===== config.mk =====
export PLATFORM = sky130hd
export DESIGN_NAME = inst_fetch_queue
export DESIGN_NICKNAME = d
export VERILOG_FILES = /design/src/rtl/fetch_pkg.sv /design/src/rtl/fetch_tag_queue.sv /design/src/rtl/inst_fetch_queue.sv
export SDC_FILE = /design/constraint.sdc
export NUM_CORES = 1
export LEC_CHECK = 0
export BUFFER_PORTS_ARGS = -buffer_cell sky130_fd_sc_hd__buf_2
export CAP_MARGIN = 20
export CORE_ASPECT_RATIO = 1.2
export CORE_MARGIN = 8
export CORE_UTILIZATION = 50
export DETAILED_ROUTE_END_ITERATION = 7
export PLACE_DENSITY = 0.72
export SYNTH_ARGS = -nofsm -noshare
export SYNTH_HDL_FRONTEND = slang
export SYNTH_SLANG_ARGS = --single-unit

===== constraint.sdc =====
create_clock -name clk -period 6.6 [get_ports clk]
set_input_delay 0.66 -clock clk [delete_from_list [all_inputs] [get_ports clk]]
set_output_delay 0.66 -clock clk [all_outputs]
set_load 0.005 [all_outputs]

===== src/rtl/fetch_pkg.sv =====
// rtl/fetch_pkg.sv - shared types and constants for the instruction fetch queue
package fetch_pkg;
   localparam int PC_W   = 32;
   localparam int INST_W = 32;

   typedef logic [PC_W-1:0]   pc_t;
   typedef logic [INST_W-1:0] inst_t;

   localparam pc_t HALT_PC = '1;

   typedef struct packed {
      pc_t   pc;
      inst_t inst;
      logic  filled;
   } fetch_entry_t;
endpackage


===== src/rtl/fetch_tag_queue.sv =====
// rtl/fetch_tag_queue.sv - circular buffer of fetch tags filled in order by imem responses
// Entries are allocated at tail, filled at the fill pointer, popped at head; filled entries form a prefix.
module fetch_tag_queue
   import fetch_pkg::*;
#(
   parameter int PC_SIZE    = PC_W,
   parameter int INST_WIDTH = INST_W,
   parameter int DEPTH      = 4,
   localparam int PW = $clog2(DEPTH),
   localparam int CW = PW + 1
)(
   input  logic                  clk,
   input  logic                  reset,
   input  logic                  flush,
   input  logic                  alloc,
   input  logic [PC_SIZE-1:0]    alloc_pc,
   input  logic                  fill,
   input  logic [INST_WIDTH-1:0] fill_inst,
   input  logic                  pop,
   output logic                  head_filled,
   output logic [PC_SIZE-1:0]    head_pc,
   output logic [INST_WIDTH-1:0] head_inst,
   output logic [CW-1:0]         alloc_cnt,
   output logic [CW-1:0]         unfilled_cnt
);
   logic [PW-1:0]         head_ptr, tail_ptr, fill_ptr;
   logic [CW-1:0]         cnt, filled_cnt;
   logic [PC_SIZE-1:0]    pc_mem   [DEPTH];
   logic [INST_WIDTH-1:0] inst_mem [DEPTH];

   always_ff @(posedge clk) begin
      if (reset || flush) begin
         head_ptr   <= '0;
         tail_ptr   <= '0;
         fill_ptr   <= '0;
         cnt        <= '0;
         filled_cnt <= '0;
      end else begin
         if (alloc) tail_ptr <= tail_ptr + 1'b1;
         if (fill)  fill_ptr <= fill_ptr + 1'b1;
         if (pop)   head_ptr <= head_ptr + 1'b1;
         cnt        <= cnt + CW'(alloc) - CW'(pop);
         filled_cnt <= filled_cnt + CW'(fill) - CW'(pop);
      end
   end

   always_ff @(posedge clk) begin
      if (alloc) pc_mem[tail_ptr]   <= alloc_pc;
      if (fill)  inst_mem[fill_ptr] <= fill_inst;
   end

   assign head_filled  = (filled_cnt != '0);
   assign head_pc      = (cnt != '0) ? pc_mem[head_ptr] : '0;
   assign head_inst    = head_filled ? inst_mem[head_ptr] : '0;
   assign alloc_cnt    = cnt;
   assign unfilled_cnt = cnt - filled_cnt;
endmodule


===== src/rtl/inst_fetch_queue.sv =====
// rtl/inst_fetch_queue.sv - in-order instruction fetch queue with redirect flush
// Build option FETCH_HALT_EN: all-ones PC acts as an end-of-program sentinel that sets halted.
module inst_fetch_queue
   import fetch_pkg::*;
#(
   parameter int PC_SIZE    = PC_W,
   parameter int INST_WIDTH = INST_W,
   parameter int DEPTH      = 4
)(
   input  logic                  clk,
   input  logic                  reset,
   input  logic                  pc_valid,
   input  logic [PC_SIZE-1:0]    pc,
   output logic                  pc_ready,
   input  logic                  redirect,
   output logic                  mem_req_valid,
   output logic [PC_SIZE-1:0]    mem_req_addr,
   input  logic                  mem_req_ready,
   input  logic                  mem_resp_valid,
   input  logic [INST_WIDTH-1:0] mem_resp_data,
   output logic                  dec_valid,
   output logic [PC_SIZE-1:0]    dec_pc,
   output logic [INST_WIDTH-1:0] dec_inst,
   input  logic                  dec_ready,
   output logic                  halted
);
   localparam int CW = $clog2(DEPTH) + 1;

   logic [CW-1:0]         alloc_cnt, unfilled_cnt, drop_cnt;
   logic [CW:0]           credit_used;
   logic                  head_filled, can_issue, is_halt, accept, resp_drop, resp_fill, pop, halt_q;
   logic [PC_SIZE-1:0]    head_pc;
   logic [INST_WIDTH-1:0] head_inst;

   // Credit covers both live entries and responses still owed to a flushed path.
   assign credit_used = {1'b0, alloc_cnt} + {1'b0, drop_cnt};
   assign can_issue   = (credit_used < (CW+1)'(DEPTH)) && !redirect && !halt_q && !reset;

`ifdef FETCH_HALT_EN
   assign is_halt = &pc;
`else
   assign is_halt = 1'b0;
`endif

   assign mem_req_valid = pc_valid && can_issue && !is_halt;
   assign mem_req_addr  = pc;
   assign pc_ready      = can_issue && (mem_req_ready || is_halt);
   assign accept        = pc_valid && pc_ready;

   assign resp_drop = mem_resp_valid && (drop_cnt != '0);
   assign resp_fill = mem_resp_valid && (drop_cnt == '0) && !redirect;
   assign dec_valid = head_filled && !redirect;
   assign pop       = dec_valid && dec_ready;

   fetch_tag_queue #(
      .PC_SIZE    (PC_SIZE),
      .INST_WIDTH (INST_WIDTH),
      .DEPTH      (DEPTH)
   ) u_tag_queue (
      .clk          (clk),
      .reset        (reset),
      .flush        (redirect),
      .alloc        (accept && !is_halt),
      .alloc_pc     (pc),
      .fill         (resp_fill),
      .fill_inst    (mem_resp_data),
      .pop          (pop),
      .head_filled  (head_filled),
      .head_pc      (head_pc),
      .head_inst    (head_inst),
      .alloc_cnt    (alloc_cnt),
      .unfilled_cnt (unfilled_cnt)
   );

   // A response arriving in the redirect cycle belongs to the old path whether or not drops were pending.
   always_ff @(posedge clk) begin
      if (reset)
         drop_cnt <= '0;
      else if (redirect)
         drop_cnt <= drop_cnt + unfilled_cnt - CW'(mem_resp_valid);
      else if (resp_drop)
         drop_cnt <= drop_cnt - 1'b1;
   end

`ifdef FETCH_HALT_EN
   always_ff @(posedge clk) begin
      if (reset || redirect)
         halt_q <= 1'b0;
      else if (accept && is_halt)
         halt_q <= 1'b1;
   end
`else
   assign halt_q = 1'b0;
`endif

   always_ff @(posedge clk) begin
      if (!reset && mem_resp_valid)
         assert (drop_cnt != '0 || unfilled_cnt != '0);
   end

   assign dec_pc   = head_pc;
   assign dec_inst = head_inst;
   assign halted   = halt_q;
endmodule


**After elaboration in Yosys (flattened, before gate mapping)**

Memories as Yosys holds them, arrays and structs flattened. A register that Yosys moved wholly into a read port is not among the register bits.
Index checks and enable logic that the tools add are counted.
Widths: inputs -> output; s select.

- Logic and storage cells: 51
- Input bits: 71
- Output and inout bits: 100
- Register bits after elaboration: 15
- Memories kept: 2
- Memory bits (writable): 256

- Magnitude comparators: 1
- Add/sub/neg operators: 12
- Reduce and logical (&&, ||, !) cells: 18
- Muxes and demuxes: 12

Memory list:

| name | words | width | read ports | clocked after Yosys merged registers in | write ports | RTL line | RTL |
|---|---|---|---|---|---|---|---|
| u_tag_queue.inst_mem | 4 | 32 | 1 | 1 | 1 | fetch_tag_queue.sv:29 | `logic [INST_WIDTH-1:0] inst_mem [DEPTH];` |
| u_tag_queue.pc_mem | 4 | 32 | 1 | 1 | 1 | fetch_tag_queue.sv:28 | `logic [PC_SIZE-1:0] pc_mem [DEPTH];` |

Operators with widths:

| operator | number |
|---|---|
| $mux 32 | 2 |
| $logic_and 1x1->1 | 10 |
| $reduce_bool 3->1 | 3 |
| $sub 3x1->3 | 3 |
| $mux 2 | 4 |
| $add 2x1->2 const B | 3 |
| $add 3x1->3 | 2 |
| $mux 3 | 2 |
| $add 3x3->4 | 1 |
| $lt 4x3->1 const B | 1 |
| $mux 1 | 4 |
| $add 3x3->3 | 1 |
| $logic_not 3->1 | 1 |
| $sub 3x1->3 const B | 1 |
| $sub 3x3->3 | 1 |
| $logic_not 1->1 | 2 |
| $reduce_bool 2->1 | 1 |
| $logic_or 1x1->1 | 1 |

**Logic depth before layout (Yosys ltp)**

Gate-level depths: netlist of the first run.

- Depth after elaboration: 8
- Gate-level depth with buffers: 11
- Depth with buffers taken out: 11

**Modules after synthesis**

From an unflattened synthesis of the first run, not the netlist that was laid out.

- Cell total of the unflattened synthesis: 563
- Area total of the unflattened synthesis: 11,183.2 µm²

By module, submodules not included:

| module | area an instance (µm²) | cells an instance | instances | sequential area each (µm²) |
|---|---|---|---|---|
| fetch_tag_queue | 10,545.1 | 486 | 1 | 7,967.6 |
| inst_fetch_queue | 638.1 | 77 | 1 | 60.1 |

**Worst setup path before layout of the first run**

No wires, ideal clock.

- Path kind: in2reg
- Start: input port mem_resp_valid
- End: register drop_cnt[2]
- Buffers on the path: 0
- Required time: 6,469 ps
- Path slack: 3,517 ps
- Setup time: 131 ps
- Data arrival time: 2,952 ps
- Stages: 11
- Path through: inv_1 -> fa_1 -> inv_1 -> fa_1 -> inv_1 -> ha_1 -> fa_1 -> xor2_1 -> xnor2_1 -> a221oi_1 -> o41ai_1

- Cells in the longest elaborated chain, start to end: 2
- Elaborated cells between the ends (all ways): 4
- Those cells by class: add/sub: 1; mux: 1; reduce/logical: 2

RTL lines:

| element | RTL line | RTL |
|---|---|---|
| from (decl) | inst_fetch_queue.sv:19 | `input logic mem_resp_valid,` |
| $sub 3x1->3 or $logic_and 1x1->1 (tied branches) | inst_fetch_queue.sv:80, inst_fetch_queue.sv:50 |  |
| $mux 3 or $reduce_bool 2->1 (tied branches) | - |  |
| to (signal assigned) | inst_fetch_queue.sv:80 | `drop_cnt <= drop_cnt + unfilled_cnt - CW'(mem_resp_valid);` |
| to (signal assigned) | inst_fetch_queue.sv:82 | `drop_cnt <= drop_cnt - 1'b1;` |
| to (decl) | inst_fetch_queue.sv:29 | `logic [CW-1:0] alloc_cnt, unfilled_cnt, drop_cnt;` |

Several ways; a longest one is shown, not always the timed one.
A chain may end at the register's enable or synchronous reset.

==> flow_summary_export.csv, run 1 <==
group,metric,value,unit
outcome,status,"completed",
logic_synthesis,avgSynthCellArea,19.4,um^2
timing,worst_pin_slew,966,ps
drt,wl_met3,1.53,mm
drt,routedWlPerCell,20.9,um
logic_synthesis,ys.flop_type,"edfxtp_1",
clock_tree,clk_pin_slew_worst_paths,60,ps
timing,finalHoldViolations,0,
worst_setup_path,crit_path_end_kind,"output port",
drt,drt_wl_total,21.1,mm
clock_tree,htreeDepth,1,
floorplan,initial_core_util,0.510,
power_and_ir_drop,power_leakage,0.00446,uW
finish,final_cell_mix,"edfxtp_1 (256), buf_2 (169), nor2b_1 (65), mux4_2 (64), clkbuf_16 (27)",
power_and_ir_drop,power_density,290,nW/um^2
clock_tree,cts_tree,"yes",
floorplan,die_w,152,um
timing,rsz0062_at_grt,"false",
clock_tree,numCtsBuffers,27,
logic_synthesis,ys_warn_count,0,
timing,setup_viol,0,
place,dp_hpwl,13.3,mm
timing,relSlewSlack,0.356,
worst_hold_path,hold_class,"in -> reg",
drt,drc,0,
clock_tree,cts_setup_buffers,0,
clock_tree,cts_resized,0,
drt,postRouteAntennaNets,0,
global_route,grt_pass1_vias,6238,
floorplan,io_pins,171,
timing,period_needed,3580,ps
job,cap_violations,0,
timing,finalSetupTns,0,ps
timing,fin_skew,9.27,ps
logic_synthesis,seq_area_frac_synth,0.725,
floorplan,core,21700,um^2
worst_setup_path,crit_fanout,37,
drt,dr_wl_met2,10.6,mm
timing,fin_hold_ws,349,ps
timing,fmax,0.279,GHz
clock_tree,clockRootBuffer,"clkbuf_16",
logic_synthesis,synth_area_leader_cell,"edfxtp_1",
power_and_ir_drop,ir_worst_vdd,265,uV
finish,antennaDiodeCount,0,
logic_synthesis,synth.area.top_cells,"edfxtp_1 (69%), mux4_2 (13%), nor2b_1 (3.7%), dfxtp_1 (3.1%), buf_4 (2.2%)",
clock_tree,insertion_delay,520,ps
logic_synthesis,synth_edf_count,256,
logic_synthesis,synth-seq-cells,273,
global_route,overflow,0,
drt,drt-vias-per-instance,5.42,
drt,first_iter_violations,261,
logic_synthesis,synth_top_area_frac,0.695,
finish,final_common_cell,"edfxtp_1",
finish,area_growth,15.4,%
logic_synthesis,syn_area,11100,um^2
logic_synthesis,syn_inst,569,
place,gp_congestion,0.762,
drt,wl_met1,8.60,mm
drt,firstDrtPassIters,4,
logic_synthesis,synthArstFlopShare,0,
worst_setup_path,arrival,2920,ps
global_route,antenna_found_initial,3,
global_route,grt_pass1_wl,33.7,mm
floorplan,fp.dieH,179,um
timing,fin_crit_sh,0.543,
logic_synthesis,synth_nets,663,
timing,maxSlewViolCount,0,
worst_setup_path,critPathLaunchType,"flip-flop",
global_route,grt_max_degree,65,
floorplan,rows,59,
global_route,grt.total_usage,0.155,
power_and_ir_drop,total_power,3700,uW
worst_setup_path,cp_data_required_time,5940,ps
floorplan,die-area,27200,um^2
place,port_buffers,169,
worst_setup_path,worstSetupPathType,"reg -> out",
finish,final_nets,808,
drt,num_vias,5465,
clock_tree,holdBufCountCts,0,
worst_setup_path,cpPeakStageDelay,720,ps
clock_tree,cts_buffer_depth,3,
finish,drive_gt1_frac,0.395,
clock_tree,clock_sinks,273,
worst_setup_path,crit_chain,"buf_4 -> mux4_2 -> nor2b_1 -> buf_2",
drt,highest_layer,"met5",
worst_setup_path,slowest_stage,"dfxtp_4",
logic_synthesis,synth_cell_types,34,
-- state kept, by name, summed over array words and instances, names as in the netlist, named ones only --
signal and cells:
u_tag_queue.fill_ptr 2, u_tag_queue.alloc_cnt 3, u_tag_queue.tail_ptr 2, u_tag_queue.pc_mem 128, drop_cnt 3, u_tag_queue.head_ptr 2
u_tag_queue.filled_cnt 3, u_tag_queue.inst_mem 128
-- metal layers --
| layer | up-vias | GRT usage |
|---|---|---|
| met5 | - | 0 |
| met4 | 6 | 0.0376 |
| met3 | 32 | 0.0456 |
| met2 | 191 | 0.275 |
| met1 | 2779 | 0.182 |
| li1 | 2457 | - |
-- synthesized netlist by cell type, types with 2 or more instances --
library cell,instances
buf_4,33
clkbuf_1,15
xor2_1,4
xnor2_1,7
nand3_1,4
a311oi_1,2
nor2_1,15
dfxtp_1,17
nand2_1,4
a21oi_1,2
buf_2,7
edfxtp_1,256
o21ai_0,2
nand2b_1,2
and2_1,12
fa_1,6
inv_1,19
nor2b_1,65
nor3_1,3
mux4_2,64
ha_1,17
-- stage by stage --
stage / instance area (um^2) / util / setup slack (ps) / cells
floorplan: 11100 / - / 3520 / 569
global placement: 12000 / 0.551 / 3290 / 959
detailed placement: 12000 / 0.551 / 3150 / 959
CTS: 12800 / 0.588 / 2890 / 1009
global route: 12800 / 0.588 / 2760 / 1009
finish: 12800 / 0.588 / 3020 / 1009
-- critical path, delay by kind of cell (launching register included) --
| kind | cells | cell delay (ps) |
|---|---|---|
| buffers and inverters | 2 | 870 |
| multiplexers | 1 | 600 |
| flip-flops | 1 | 720 |
| AND/OR/NAND/NOR | 1 | 160 |
-- worst paths after layout --
path / startpoint / end / slack, ps / cells past startpoint
setup reg to reg: u_tag_queue.filled_cnt[0] / drop_cnt[2] / 3640 / 11
setup / recovery: flip-flop / dec_inst[17] / 3020 / 4
hold / removal: mem_resp_data[15] / u_tag_queue.inst_mem[0][15] / 350 / 1
hold reg to reg: u_tag_queue.fill_ptr[1] / u_tag_queue.fill_ptr[1] / 530 / 2
-- final cells by class --
class,count,area [um^2]
Multi-Input combinational cell,221,2640
Fill cell,1633,8930
Sequential cell,273,8040
Tap cell,274,343
Timing Repair Buffer,172,868
Clock inverter,16,116
Clock buffer,34,702
Inverter,19,71.3
-- cell families (layout without fill, tap and decap cells) --
group,Yosys count,after routing,synth area share
xor gates and xnor gates,11,11,0.00871
other,1,1,0.000339
muxes,65,65,0.131
and+or+nand+nor,112,112,0.0605
buffers and inverters,75,241,0.0381
DFF,273,273,0.725
adders and majority gates,23,23,0.0301
AOI/OAI and AO/OA,9,9,0.00577
-- where the power goes --
group | switching (uW) | internal, uW
sequential | 23.4 | 1950
clock | 615 | 798
combinational | 174 | 144
total | 813 | 2890
No activity file was read; power rests on OpenSTA's default activity.
==> run 2, diff against run 1 <==
Clock period 6.6 ns to 3.5 ns, I/O delays scaled along.
==> run 2 against run 1 <==
Compared with the run above:
- register-to-register slack worse by 3000 ps
- clock skew down 2.0 ps
- worst setup slack worse by 2400 ps
- sequential power up 88%
- hold slack worse by 300 ps
- global-route usage down 0.32 points
- die area unchanged
- largest power group unchanged
- highest routed layer unchanged
==> flow_summary_export.csv, run 2 (same netlist as run 1, synthesis figures left out) <==
group,metric,value,unit
clock_tree,cts_tree,"yes",
timing,maxSlewViolCount,0,
worst_setup_path,worst-path-buf-inv,3,
worst_setup_path,crit_path_end_kind,"flip-flop",
finish,area_growth,16.4,%
drt,drc,0,
floorplan,rows,59,
worst_setup_path,cp_num_cells,11,
floorplan,initial_core_util,0.510,
worst_setup_path,arrival,3280,ps
floorplan,core,21700,um^2
clock_tree,holdBufCountCts,0,
worst_setup_path,slowest_stage,"fa_1",
timing,rsz0062_at_grt,"false",
drt,firstDrtPassIters,4,
worst_setup_path,rr_worst_depth,11,
clock_tree,htreeDepth,1,
finish,reg_top3,"u_tag_queue.inst_mem: 128 flops, u_tag_queue.pc_mem: 128 flops",
global_route,grt_pass1_vias,6112,
drt,drt_wl_total,20.8,mm
place,gp_congestion,0.770,
timing,finalSetupTns,0,ps
timing,fmax,0.347,GHz
clock_tree,cts_resized,0,
place,placed_cells,968,
clock_tree,insertion_delay,520,ps
finish,antennaDiodeCount,0,
finish,final_cell_mix,"edfxtp_1 (256), buf_2 (169), nor2b_1 (65), mux4_2 (64), clkbuf_16 (27)",
timing,relSlewSlack,0.342,
worst_setup_path,crit_fanout,2,
floorplan,fp.dieH,179,um
floorplan,die-area,27200,um^2
power_and_ir_drop,ir_worst_vdd,495,uV
drt,routedWlPerCell,20.5,um
worst_setup_path,r2r_start,"u_tag_queue.filled_cnt[0]",
clock_tree,clock_sinks,273,
global_route,antenna_found_initial,3,
clock_tree,cts_setup_buffers,0,
job,cap_violations,0,
floorplan,die_w,152,um
timing,fin_crit_sh,0.823,
worst_setup_path,startpoint,"u_tag_queue.filled_cnt[0]",
worst_setup_path,crit_family,"adder cells",
finish,fin_util,0.593,
power_and_ir_drop,power_leakage,0.00452,uW
drt,postRouteAntennaNets,0,
finish,drive_gt1_frac,0.398,
worst_hold_path,hp-start,"mem_resp_data[11]",
worst_setup_path,cp_data_required_time,3890,ps
finish,final_nets,817,
worst_setup_path,cpPeakStageDelay,470,ps
outcome,status,"completed",
worst_setup_path,critPathCapture,"drop_cnt[2]",
timing,setup_viol,0,
worst_setup_path,worstSetupPathType,"reg -> reg",
power_and_ir_drop,power_density,548,nW/um^2
drt,drt-vias-per-instance,5.44,
timing,fin_skew,7.23,ps
global_route,overflow,0,
timing,period_needed,2880,ps
drt,first_iter_violations,271,
worst_setup_path,critPathLaunchType,"flip-flop",
clock_tree,numCtsBuffers,27,
worst_setup_path,rrSetupSlack,620,ps
clock_tree,cts_buffer_depth,3,
global_route,grt.total_usage,0.151,
place,dp_hpwl,13.4,mm
clock_tree,clk_pin_slew_worst_paths,60,ps
clock_tree,clockRootBuffer,"clkbuf_16",
place,port_buffers,169,
worst_setup_path,worstReg2RegEnd,"drop_cnt[2]",
global_route,grt_pass1_wl,32.9,mm
worst_setup_path,crit_chain,"inv_1 -> fa_1 -> inv_1 -> fa_1 -> inv_1 -> ha_1 -> fa_1 -> xor2_1 -> xnor2_1 -> a221oi_1 -> o41ai_1",
timing,finalHoldViolations,0,
worst_hold_path,hold_class,"in -> reg",
finish,final_common_cell,"edfxtp_1",
floorplan,io_pins,171,
global_route,grt_max_degree,65,
timing,worst_pin_slew,987,ps
finish,final_cell_count_no_fill,1016,
drt,num_vias,5525,
==> run 2: cell count changes in the layout (fill, tap and decap cells not counted), sizes merged <==
cell | before | now
buf | 172 | 181
bufinv | 1 | 3
clkinvlp | 1 | 0
clkinv | 11 | 10
inv | 22 | 20
==> run 2: where the power goes <==
part	switching, uW	total [uW]	internal [uW]
logic	331	605	273
registers	39.8	3710	3670
clock network	1110	2740	1630
==> run 2: final cells by class <==
class | count | area [um^2]
well taps | 274 | 343
clock inverters | 14 | 141
repair buffers | 181 | 948
fillers | 1642 | 8830
clock buffers | 34 | 702
multi-input cells | 221 | 2640
inverters | 19 | 71.3
flip-flops and latches | 273 | 8040
==> run 2: worst min path at each step <==
stage / depth (start not counted) / slack, ps / to
2_1_floorplan: 0 / 450 / u_tag_queue.inst_mem[0][0]
5_1_grt: 1 / 20 / u_tag_queue.inst_mem[2][0]
4_1_cts: 1 / 20 / u_tag_queue.inst_mem[0][0]
3_3_place_gp: 2 / 500 / u_tag_queue.fill_ptr[1]
6_report: 1 / 50 / u_tag_queue.inst_mem[0][11]
3_5_place_dp: 2 / 520 / flip-flop
==> run 2: routing by layer <==
| metal | GRT usage | share of wire | up-vias | wire [um] |
|---|---|---|---|---|
| li1 | - | - | 2469 | - |
| met2 | 0.265 | 0.50 | 201 | 10400 |
| met4 | 0.0421 | 0.019 | 6 | 404 |
| met3 | 0.0473 | 0.082 | 40 | 1710 |
| met1 | 0.179 | 0.40 | 2809 | 8330 |
| met5 | 0 | 0.0016 | - | 34 |
==> run 2: stage by stage <==
stage / worst slack, ps / instance area (um^2) / total power, uW / hold slack [ps]
5_1_grt: 488 / 12900 / 7320 / 24.6
3_3_place_gp: 491 / 12000 / 4350 / 496
3_5_place_dp: 388 / 12000 / 4390 / 516
4_1_cts: 630 / 12900 / 7140 / 20.6
2_1_floorplan: 727 / 11100 / 4160 / 449
6_report: 618 / 12900 / 7060 / 47.0
